===== src/rtl/steering_cmd_ramp.sv =====
// -----------------------------------------------------------------------------
// steering_cmd_ramp
//
// Command sequencer for the steering PWM/H-bridge stage. It accepts target
// direction/duty commands on a valid/ready handshake and slews the output duty
// toward the target once per ramp tick. A direction reversal is carried out as
// ramp-down to zero, a halted dead-time, then ramp-up in the new direction.
// An emergency stop forces the halted word on the next clock edge.
//
// Configuration macro:
//   STEERING_SOFTSTART_EN  defined   : duty moves by STEP per tick
//                          undefined : duty jumps to the target (or to 0 on a
//                                      reversal) on the first tick
//
// Ports:
//   clk        in   clock
//   reset      in   asynchronous, active-high reset
//   estop      in   emergency stop, level-sensitive, sampled on clk
//   cmd_valid  in   command present
//   cmd_ready  out  command accepted when cmd_valid && cmd_ready (0 in DEAD)
//   cmd_dir    in   target direction
//   cmd_duty   in   target duty (0 = stop), clamped to MAX_DUTY on accept
//   ctrl_word  out  {halt, dir, zeros, duty}
//   at_target  out  output dir/duty equal the target and not in DEAD
//   busy       out  sequencer is in RAMP or DEAD
// -----------------------------------------------------------------------------
module steering_cmd_ramp #(
    parameter int COUNT_SIZE     = 11,
    parameter int DATA_WIDTH     = 32,
    parameter int STEP           = 8,
    parameter int TICK_DIV       = 2048,
    parameter int DEADTIME_TICKS = 4,
    parameter int MAX_DUTY       = 2047
) (
    input  logic                  clk,
    input  logic                  reset,
    input  logic                  estop,
    input  logic                  cmd_valid,
    output logic                  cmd_ready,
    input  logic                  cmd_dir,
    input  logic [COUNT_SIZE-1:0] cmd_duty,
    output logic [DATA_WIDTH-1:0] ctrl_word,
    output logic                  at_target,
    output logic                  busy
);

    localparam int TW  = (TICK_DIV > 1) ? $clog2(TICK_DIV) : 1;
    localparam int DTW = (DEADTIME_TICKS > 1) ? $clog2(DEADTIME_TICKS) : 1;
    localparam int AW  = COUNT_SIZE + 1;
    localparam int PAD = DATA_WIDTH - 2 - COUNT_SIZE;

    localparam logic [TW-1:0]         TICK_LAST = TW'(TICK_DIV - 1);
    localparam logic [DTW-1:0]        DEAD_LAST = DTW'(DEADTIME_TICKS - 1);
    localparam logic [COUNT_SIZE-1:0] MAX_W     = COUNT_SIZE'(MAX_DUTY);
    localparam logic [COUNT_SIZE-1:0] ZERO_W    = '0;

`ifdef STEERING_SOFTSTART_EN
    localparam logic [AW-1:0] STEP_W = AW'(STEP);
`else
    // Without soft-start a single step spans the whole duty range, so the
    // saturating helpers below land on the target in one tick.
    localparam logic [AW-1:0] STEP_W = AW'((STEP > (1 << COUNT_SIZE)) ? STEP : (1 << COUNT_SIZE));
`endif

    typedef enum logic [1:0] {
        IDLE = 2'd0,
        RAMP = 2'd1,
        HOLD = 2'd2,
        DEAD = 2'd3
    } state_t;

    // Increment by one step, saturating at the target (never overshoots).
    function automatic logic [COUNT_SIZE-1:0] step_up(input logic [COUNT_SIZE-1:0] cur,
                                                      input logic [COUNT_SIZE-1:0] tgt);
        logic [AW-1:0] sum_v;
        sum_v = {1'b0, cur} + STEP_W;
        if (sum_v > {1'b0, tgt}) begin
            return tgt;
        end else begin
            return sum_v[COUNT_SIZE-1:0];
        end
    endfunction

    // Decrement by one step, saturating at floor (0 for a reversal).
    function automatic logic [COUNT_SIZE-1:0] step_down(input logic [COUNT_SIZE-1:0] cur,
                                                        input logic [COUNT_SIZE-1:0] floor_v);
        logic [AW-1:0] diff_v;
        if ({1'b0, cur} >= ({1'b0, floor_v} + STEP_W)) begin
            diff_v = {1'b0, cur} - STEP_W;
            return diff_v[COUNT_SIZE-1:0];
        end else begin
            return floor_v;
        end
    endfunction

    state_t                  state_r, next_state_s;
    logic [TW-1:0]           tick_cnt_r;
    logic                    tick_s;
    logic                    tgt_dir_r, next_tgt_dir_s;
    logic [COUNT_SIZE-1:0]   tgt_duty_r, next_tgt_duty_s;
    logic                    dir_r, next_dir_s;
    logic                    halt_r, next_halt_s;
    logic [COUNT_SIZE-1:0]   duty_r, next_duty_s;
    logic [DTW-1:0]          dead_cnt_r, next_dead_cnt_s;
    logic [COUNT_SIZE-1:0]   step_s;
    logic [COUNT_SIZE-1:0]   clamp_duty_s;
    logic                    accept_s;

    assign tick_s       = (tick_cnt_r == TICK_LAST);
    assign clamp_duty_s = (cmd_duty > MAX_W) ? MAX_W : cmd_duty;
    // estop blocks acceptance in the same cycle; cmd_ready follows a cycle later.
    assign accept_s     = cmd_valid && cmd_ready && !estop;
    assign ctrl_word    = {halt_r, dir_r, {PAD{1'b0}}, duty_r};

    // Free-running ramp tick prescaler; estop deliberately leaves it running.
    always_ff @(posedge clk or posedge reset) begin
        if (reset) begin
            tick_cnt_r <= '0;
        end else if (tick_s) begin
            tick_cnt_r <= '0;
        end else begin
            tick_cnt_r <= tick_cnt_r + TW'(1);
        end
    end

    // Next-state, target and output-word computation.
    always_comb begin
        next_state_s    = state_r;
        next_tgt_dir_s  = tgt_dir_r;
        next_tgt_duty_s = tgt_duty_r;
        next_dir_s      = dir_r;
        next_halt_s     = halt_r;
        next_duty_s     = duty_r;
        next_dead_cnt_s = dead_cnt_r;
        step_s          = duty_r;

        if (estop) begin
            next_state_s    = IDLE;
            next_tgt_dir_s  = 1'b0;
            next_tgt_duty_s = ZERO_W;
            next_dir_s      = 1'b0;
            next_halt_s     = 1'b1;
            next_duty_s     = ZERO_W;
            next_dead_cnt_s = '0;
        end else begin
            // The FSM below reads the old target, so an accept on a tick edge
            // only takes effect from the following tick.
            if (accept_s) begin
                next_tgt_dir_s  = cmd_dir;
                next_tgt_duty_s = clamp_duty_s;
            end else begin
                next_tgt_dir_s  = tgt_dir_r;
                next_tgt_duty_s = tgt_duty_r;
            end

            case (state_r)
                IDLE: begin
                    // No dead-time from IDLE: the bridge is already halted.
                    if (tgt_duty_r != ZERO_W) begin
                        next_state_s = RAMP;
                        next_dir_s   = tgt_dir_r;
                        next_halt_s  = 1'b0;
                    end else begin
                        next_state_s = IDLE;
                    end
                end
                RAMP: begin
                    if (!tick_s) begin
                        next_state_s = RAMP;
                    end else if (dir_r == tgt_dir_r) begin
                        if (duty_r < tgt_duty_r) begin
                            step_s = step_up(duty_r, tgt_duty_r);
                        end else begin
                            step_s = step_down(duty_r, tgt_duty_r);
                        end
                        next_duty_s = step_s;
                        if (step_s != tgt_duty_r) begin
                            next_state_s = RAMP;
                        end else if (tgt_duty_r == ZERO_W) begin
                            next_state_s = IDLE;
                            next_halt_s  = 1'b1;
                            next_dir_s   = 1'b0;
                        end else begin
                            next_state_s = HOLD;
                        end
                    end else begin
                        // Reversal: wind down to zero before switching dir.
                        step_s      = step_down(duty_r, ZERO_W);
                        next_duty_s = step_s;
                        if (step_s == ZERO_W) begin
                            next_state_s    = DEAD;
                            next_halt_s     = 1'b1;
                            next_dir_s      = 1'b0;
                            next_dead_cnt_s = '0;
                        end else begin
                            next_state_s = RAMP;
                        end
                    end
                end
                HOLD: begin
                    if ((tgt_dir_r != dir_r) || (tgt_duty_r != duty_r)) begin
                        next_state_s = RAMP;
                    end else begin
                        next_state_s = HOLD;
                    end
                end
                DEAD: begin
                    if (!tick_s) begin
                        next_state_s = DEAD;
                    end else if (dead_cnt_r == DEAD_LAST) begin
                        next_dead_cnt_s = '0;
                        if (tgt_duty_r == ZERO_W) begin
                            next_state_s = IDLE;
                        end else begin
                            next_state_s = RAMP;
                            next_dir_s   = tgt_dir_r;
                            next_halt_s  = 1'b0;
                        end
                    end else begin
                        next_dead_cnt_s = dead_cnt_r + DTW'(1);
                    end
                end
                default: begin
                    next_state_s    = IDLE;
                    next_dir_s      = 1'b0;
                    next_halt_s     = 1'b1;
                    next_duty_s     = ZERO_W;
                    next_dead_cnt_s = '0;
                end
            endcase
        end
    end

    // State, target and registered output flags.
    always_ff @(posedge clk or posedge reset) begin
        if (reset) begin
            state_r    <= IDLE;
            tgt_dir_r  <= 1'b0;
            tgt_duty_r <= '0;
            dir_r      <= 1'b0;
            halt_r     <= 1'b1;
            duty_r     <= '0;
            dead_cnt_r <= '0;
            cmd_ready  <= 1'b1;
            at_target  <= 1'b1;
            busy       <= 1'b0;
        end else begin
            state_r    <= next_state_s;
            tgt_dir_r  <= next_tgt_dir_s;
            tgt_duty_r <= next_tgt_duty_s;
            dir_r      <= next_dir_s;
            halt_r     <= next_halt_s;
            duty_r     <= next_duty_s;
            dead_cnt_r <= next_dead_cnt_s;
            cmd_ready  <= !estop && (next_state_s != DEAD);
            // A zero-duty target is met regardless of direction.
            at_target  <= (next_state_s != DEAD) && (next_duty_s == next_tgt_duty_s) &&
                          ((next_dir_s == next_tgt_dir_s) || (next_tgt_duty_s == ZERO_W));
            busy       <= (next_state_s == RAMP) || (next_state_s == DEAD);
        end
    end

endmodule


===== config.mk =====
export PLATFORM = sky130hd
export DESIGN_NAME = steering_cmd_ramp
export DESIGN_NICKNAME = d
export VERILOG_FILES = /design/src/rtl/steering_cmd_ramp.sv
export SDC_FILE = /design/constraint.sdc
export NUM_CORES = 1
export LEC_CHECK = 0
export CAP_MARGIN = 20
export CORE_ASPECT_RATIO = 2
export CORE_MARGIN = 1
export CORE_UTILIZATION = 55
export CTS_CLUSTER_SIZE = 28
export DETAILED_ROUTE_END_ITERATION = 12
export PLACE_DENSITY = 0.9
export SETUP_SLACK_MARGIN = 0.05
export SLEW_MARGIN = 20
export SYNTH_ARGS = -nofsm -noshare
export SYNTH_HDL_FRONTEND = slang
export SYNTH_SLANG_ARGS = --single-unit

===== constraint.sdc =====
create_clock -name clk -period 7 [get_ports clk]
set_input_delay 1.4 -clock clk [delete_from_list [all_inputs] [get_ports clk]]
set_output_delay 1.4 -clock clk [all_outputs]
set_load 0.02 [all_outputs]

# Yosys cells after proc, flatten, opt, wreduce, memory -nomap -nowiden
# Cells that the tools add are included.
[word_totals]
register_bits = 43
out_inout_bits = 35
word_cells = 124
input_bits = 16
[classes]
reduce_logical = 18
muxes = 62
addsub = 5
order_cmp = 4
eq_ne = 24
[ops]
columns = ["cell", "count"]
rows = [
  ["two-way mux 11 bit", 19],
  ["zero test 11 bit", 3],
  ["two-way mux 2 bit", 15],
  ["adder 11 x 12 -> 12 bit (second input constant)", 2],
  ["two-way mux 1 bit", 24],
  ["!= test 11 bit", 2],
  ["!= test 3 bit (second input constant)", 7],
  ["greater-or-equal comparator 11 x 12 -> 1 bit", 1],
  ["> comparator 12 x 11 -> 1 bit", 1],
  ["!= test 4 bit (second input constant)", 3],
  ["adder 11 x 1 -> 11 bit (second input constant)", 1],
  ["== test 11 bit", 1],
  ["== test 11 bit (second input constant)", 1],
  ["> comparator 11 bit (second input constant)", 1],
  ["less-than comparator 11 bit", 1],
  ["nonzero test 11 bit", 1],
  ["subtractor 11 x 1 -> 11 bit (second input constant)", 1],
  ["AND reduction 9 bit", 1],
  ["== test 2 bit (second input constant)", 4],
  ["one-hot mux 2 bit (4 select lines)", 1],
  ["one-hot mux 1 bit (3 select lines)", 2],
  ["logical AND 1 bit", 5],
  ["AND reduction 5 bit", 1],
  ["== test 2 x 1 -> 1 bit (second input constant)", 2],
  ["10 further kinds", 13],
]

# Logic depth before layout (Yosys ltp)
[depth]
ltp_word = 17
mapped_depth = 10
depth_no_buf = 8

# Least setup slack after synthesis
# No wires, ideal clock.
[synth_path]
kind = "input to register"
start = "in estop"
end = "reg at_target"
required_time_ns = 6.912
n_path_buf = 1
t_arrival_ns = 3.148
setup_ns = 0.088
path_slack_ns = 3.765
cell_stages = 8
cell_sequence = "buf_4 and4b_1 a31o_2 o211ai_1 o311ai_0 or4_1 or4_1 a221oi_2"
[synth_via]
elab_chain_len = 7
elab_cells_between_ends = 16
cone_classes = "eq/ne (3); mux (7); reduce/logical (6)"
[synth_rtl]
columns = ["item", "line_no", "source"]
rows = [
  ["from (decl)", "37", "input logic estop,"],
  ["zero test 1 bit", "112", "assign accept_s = cmd_valid && cmd_ready && !estop;"],
  ["logical AND 1 bit", "112", ""],
  ["two-way mux 11 bit", "148", "if (accept_s) begin"],
  ["two-way mux 11 bit *", "137", "if (estop) begin"],
  ["via next_tgt_duty_s[8]", "100", "logic [COUNT_SIZE-1:0] tgt_duty_r, next_tgt_duty_s;"],
  ["== test 11 bit or zero test 11 bit (tied branches)", "257, 258", ""],
  ["logical AND 1 bit or logical OR 1 bit (tied branches)", "257, 258", ""],
  ["logical AND 1 bit *", "257", "at_target <= (next_state_s != DEAD) && (next_duty_s == next_tgt_duty_s) &&"],
  ["to (signal assigned)", "257", ""],
  ["to (decl)", "43", "output logic at_target,"],
]
# Mark *: on every way through the listed nets, which the timed path passes. The rest lies on a longest branch.
# A chain may end at the register's enable or synchronous reset.

# Final worst setup path
# Same ends and word-level chain as after synthesis.

==> flow_summary.yaml <==
setup_path:
  cp_num_buf_inv: 3
  required_ns: 7.22
  cpMostUsedCell: "or4_1"
  critPathLaunchType: "input port"
  cpPeakStageDelay_ns: 0.48
  crit_path_top_delay_cell: "or4_1"
  reg2regPathDepth: 7
  worstPathCellList: "clkdlybuf4s50_1 -> buf_4 -> inv_1 -> a31o_2 -> o211ai_1 -> o311ai_0 -> or4_1 -> or4_1 -> a221oi_2"
  cp_top_family: "buffers and inverters"
  critPathKind: "in2reg"
  critPathMaxFanout: 38
  cp.depth: 9
  worstSetupEndpointType: "register"
  crit_arrival_ns: 4.11
global_routing:
  grt_remaining_overflow: 0
  grt_pass1_vias: 2315
  antenna_found_initial: 0
  grt_usage_pct: 28.3
  grt_max_degree: 43
  grt_pass1_wl_mm: 10.7
timing:
  drv_slew: 0
  setup_slack_ns: 3.10
  min_period_ns: 3.90
  rsz0062_at_grt: "false"
  hold_viol: 0
  maxSlewHeadroom_pct: 45.1
  setup_viol: 0
  worst_slew_pin_slew_ns: 0.819
  finClkSkew_ns: 0.00573
  max_freq_mhz: 257
  tns_ns: 0
  post-route-period-util_pct: 55.7
power:
  internal_power_uw: 365
  pwr-share-seq_pct: 50.7
  switching_power_uw: 147
  leakage_uw: 0.00133
  irDropWorstVdd_mv: 0.164
  p_comb_share_pct: 17.3
  p_sw_share_pct: 28.7
  p_clk_share_pct: 32.0
  total_power_uw: 512
  powerDensity_nw_per_um2: 170
detailed_routing:
  vias_per_cell: 6.24
  vias: 2277
  dr.pass1.iters: 5
  first_iter_violations: 124
  wl_per_cell_um: 18.8
  routed_wirelength_mm: 6.86
  drc: 0
  drt.antenna.violating_nets: 0
clocking:
  ctsHoldBuffers: 0
  clockRootBuffer: "clkbuf_8"
  clkTransAtPathRegs_ns: 0.08
  ctsLongestPathBuffers: 2
  cts_max_level: 2
  cts_tree: "yes"
  post_cts_resized: 0
  clk_latency_ns: 0.30
  post_cts_buffers: 0
  cts.sinks: 42
  cts_made_buffers: 5
die:
  ios: 51
  die_y_um: 101
  die_w_um: 51.5
  initial_utilization_pct: 58.1
  core_area_um2: 4640
  std_cell_rows: 35
  die-area_um2: 5210
flow_run:
  drv_cap: 0
final_layout:
  drive_gt1_share_pct: 7.74
  n_antenna_cell: 0
  area_growth_pct: 11.7
  fin_cells: 365
  fin_nets: 327
min_path:
  whs_path_depth: 1
  hold_class: "reg2reg"
synth:
  ys_seq_elements: 42
  synth.distinct_cells: 58
  synthesis.area_um2: 2700
  ys_seq_area_share_pct: 39.1
  avgSynthCellArea_um2: 9.54
  synth-main-ff-cell: "dfrtp_1"
  synth_cells: 283
  synth_warnings: 0
  async_flop_share_pct: 100
  synth_edf_count: 0
placed_design:
  globalplace.congestion: 1.00
  place_inst: 357
  dpl_worst_slack_ns: 2.84
  place_hpwl_mm: 5.11
  io_buffers: 31
status:
  outcome: "completed"
-- metrics by stage --
step	cell area (um^2)	hold slack [ns]	utilization [%]
after floorplan	2770	0.447	-
after global placement	2920	0.476	63.0
after detailed placement	2920	0.510	63.0
after CTS	3010	0.520	64.9
after global routing	3010	0.537	64.9
final	3010	0.507	64.9
-- kinds of logic after synthesis --
kind of cell | share of synthesized area, %
compound gates | 12.2
xor+xnor | 7.74
fa+ha+maj | 0.927
buf+inv | 9.36
flops | 39.1
mux | 5.24
other cells | 0.139
simple gates | 25.3
-- final timing paths --
check                                        startpoint                      end  slack [ns]
worst max register to register          dir_r$_DFF_PP0_      at_target$_DFF_PP1_        3.72
worst min register to register  tick_cnt_r[0]$_DFF_PP0_  tick_cnt_r[0]$_DFF_PP0_        0.51
worst min-delay path            tick_cnt_r[0]$_DFF_PP0_  tick_cnt_r[0]$_DFF_PP0_        0.51
min in group asynchronous                         reset      duty_r[6]$_DFF_PP0_        1.52
worst max-delay path                              estop      at_target$_DFF_PP1_        3.10
max in group asynchronous                         reset       halt_r$_DFFE_PP1P_        5.09
-- synth_stat cells (2+ instances only) --
| master | instances | share of area, % |
|---|---|---|
| nand4_1 | 7 | 1.6 |
| and4b_1 | 3 | 1.1 |
| and3_1 | 5 | 1.2 |
| nor4b_1 | 2 | 0.65 |
| nor3_1 | 5 | 0.93 |
| nor2b_1 | 4 | 0.93 |
| mux2i_1 | 13 | 4.8 |
| buf_6 | 3 | 1.3 |
| dfrtp_1 | 39 | 36 |
| or4_1 | 4 | 1.1 |
| o21ai_0 | 5 | 0.93 |
| nand2b_1 | 2 | 0.46 |
| and2_1 | 13 | 3.0 |
| a21oi_1 | 10 | 1.9 |
| nor4_2 | 2 | 0.93 |
| inv_1 | 4 | 0.56 |
| xnor2_1 | 17 | 5.5 |
| a31o_2 | 3 | 0.97 |
| buf_4 | 25 | 7.0 |
| xor2_1 | 5 | 1.6 |
| clkbuf_1 | 3 | 0.42 |
| a31oi_1 | 2 | 0.46 |
| nand3_1 | 14 | 2.6 |
| o21a_1 | 2 | 0.56 |
| o22ai_1 | 2 | 0.46 |
| o41ai_1 | 3 | 0.97 |
| dfstp_2 | 3 | 2.9 |
| o211ai_1 | 3 | 0.83 |
| nor4_1 | 5 | 1.2 |
| nand2_1 | 19 | 2.6 |
| nor2_1 | 23 | 3.2 |
| ha_1 | 2 | 0.93 |
| o32ai_1 | 2 | 0.65 |
| a22oi_1 | 3 | 0.83 |
| nand3b_1 | 3 | 0.83 |
-- sequential cells by signal, summed over array words and instances, names as in the netlist --
signal,flops
tick_cnt_r,11
tgt_dir_r,1
tgt_duty_r,11
dir_r,1
dead_cnt_r,2
state_r,2
duty_r,11
at_target,1
halt_r,1
cmd_ready,1
-- power groups by stage --
stage | sequential [uW] | clock (uW) | combinational [uW]
after floorplan | 263 | 0 | 69.2
after global placement | 264 | 0 | 85.8
after detailed placement | 264 | 0 | 86.9
after CTS | 259 | 164 | 87.2
after global routing | 260 | 175 | 95.7
final | 260 | 164 | 88.5
-- cell usage in the layout (no fill, tap or decap), types with 3 or more instances in the layout --
cell type	instances
xor2_1	5
conb_1	19
a21oi_1	10
clkbuf_8	6
o21ai_0	5
dfstp_2	3
nor2b_1	4
and4b_1	3
a31o_2	3
nor3_1	5
o211ai_1	3
nor4_1	5
dfrtp_1	39
nand3b_1	3
inv_1	4
and3_1	5
nand2_1	19
a22oi_1	3
o41ai_1	3
and2_1	13
nand4_1	7
mux2i_1	13
nand3_1	14
xnor2_1	17
or4_1	4
clkdlybuf4s50_1	31
nor2_1	23
-- layout make-up --
type	instances	area (um^2)
Fill cell	406	1630
Multi-Input combinational cell	223	1460
Sequential cell	42	1050
Timing Repair Buffer	33	325
Clock buffer	7	86.3
Tap cell	55	68.8
Inverter	4	15.0
Clock inverter	1	5.00
-- layer usage --
metal  up-vias  track usage (%)  part of all wire [%]
li1       1034                -                     -
met1      1100             26.8                    33
met2       108             52.1                    56
met3        35             5.13                   4.2
met4         0             19.3                   6.3
met5         -                0                     0
(Power assumes the default switching activity.)
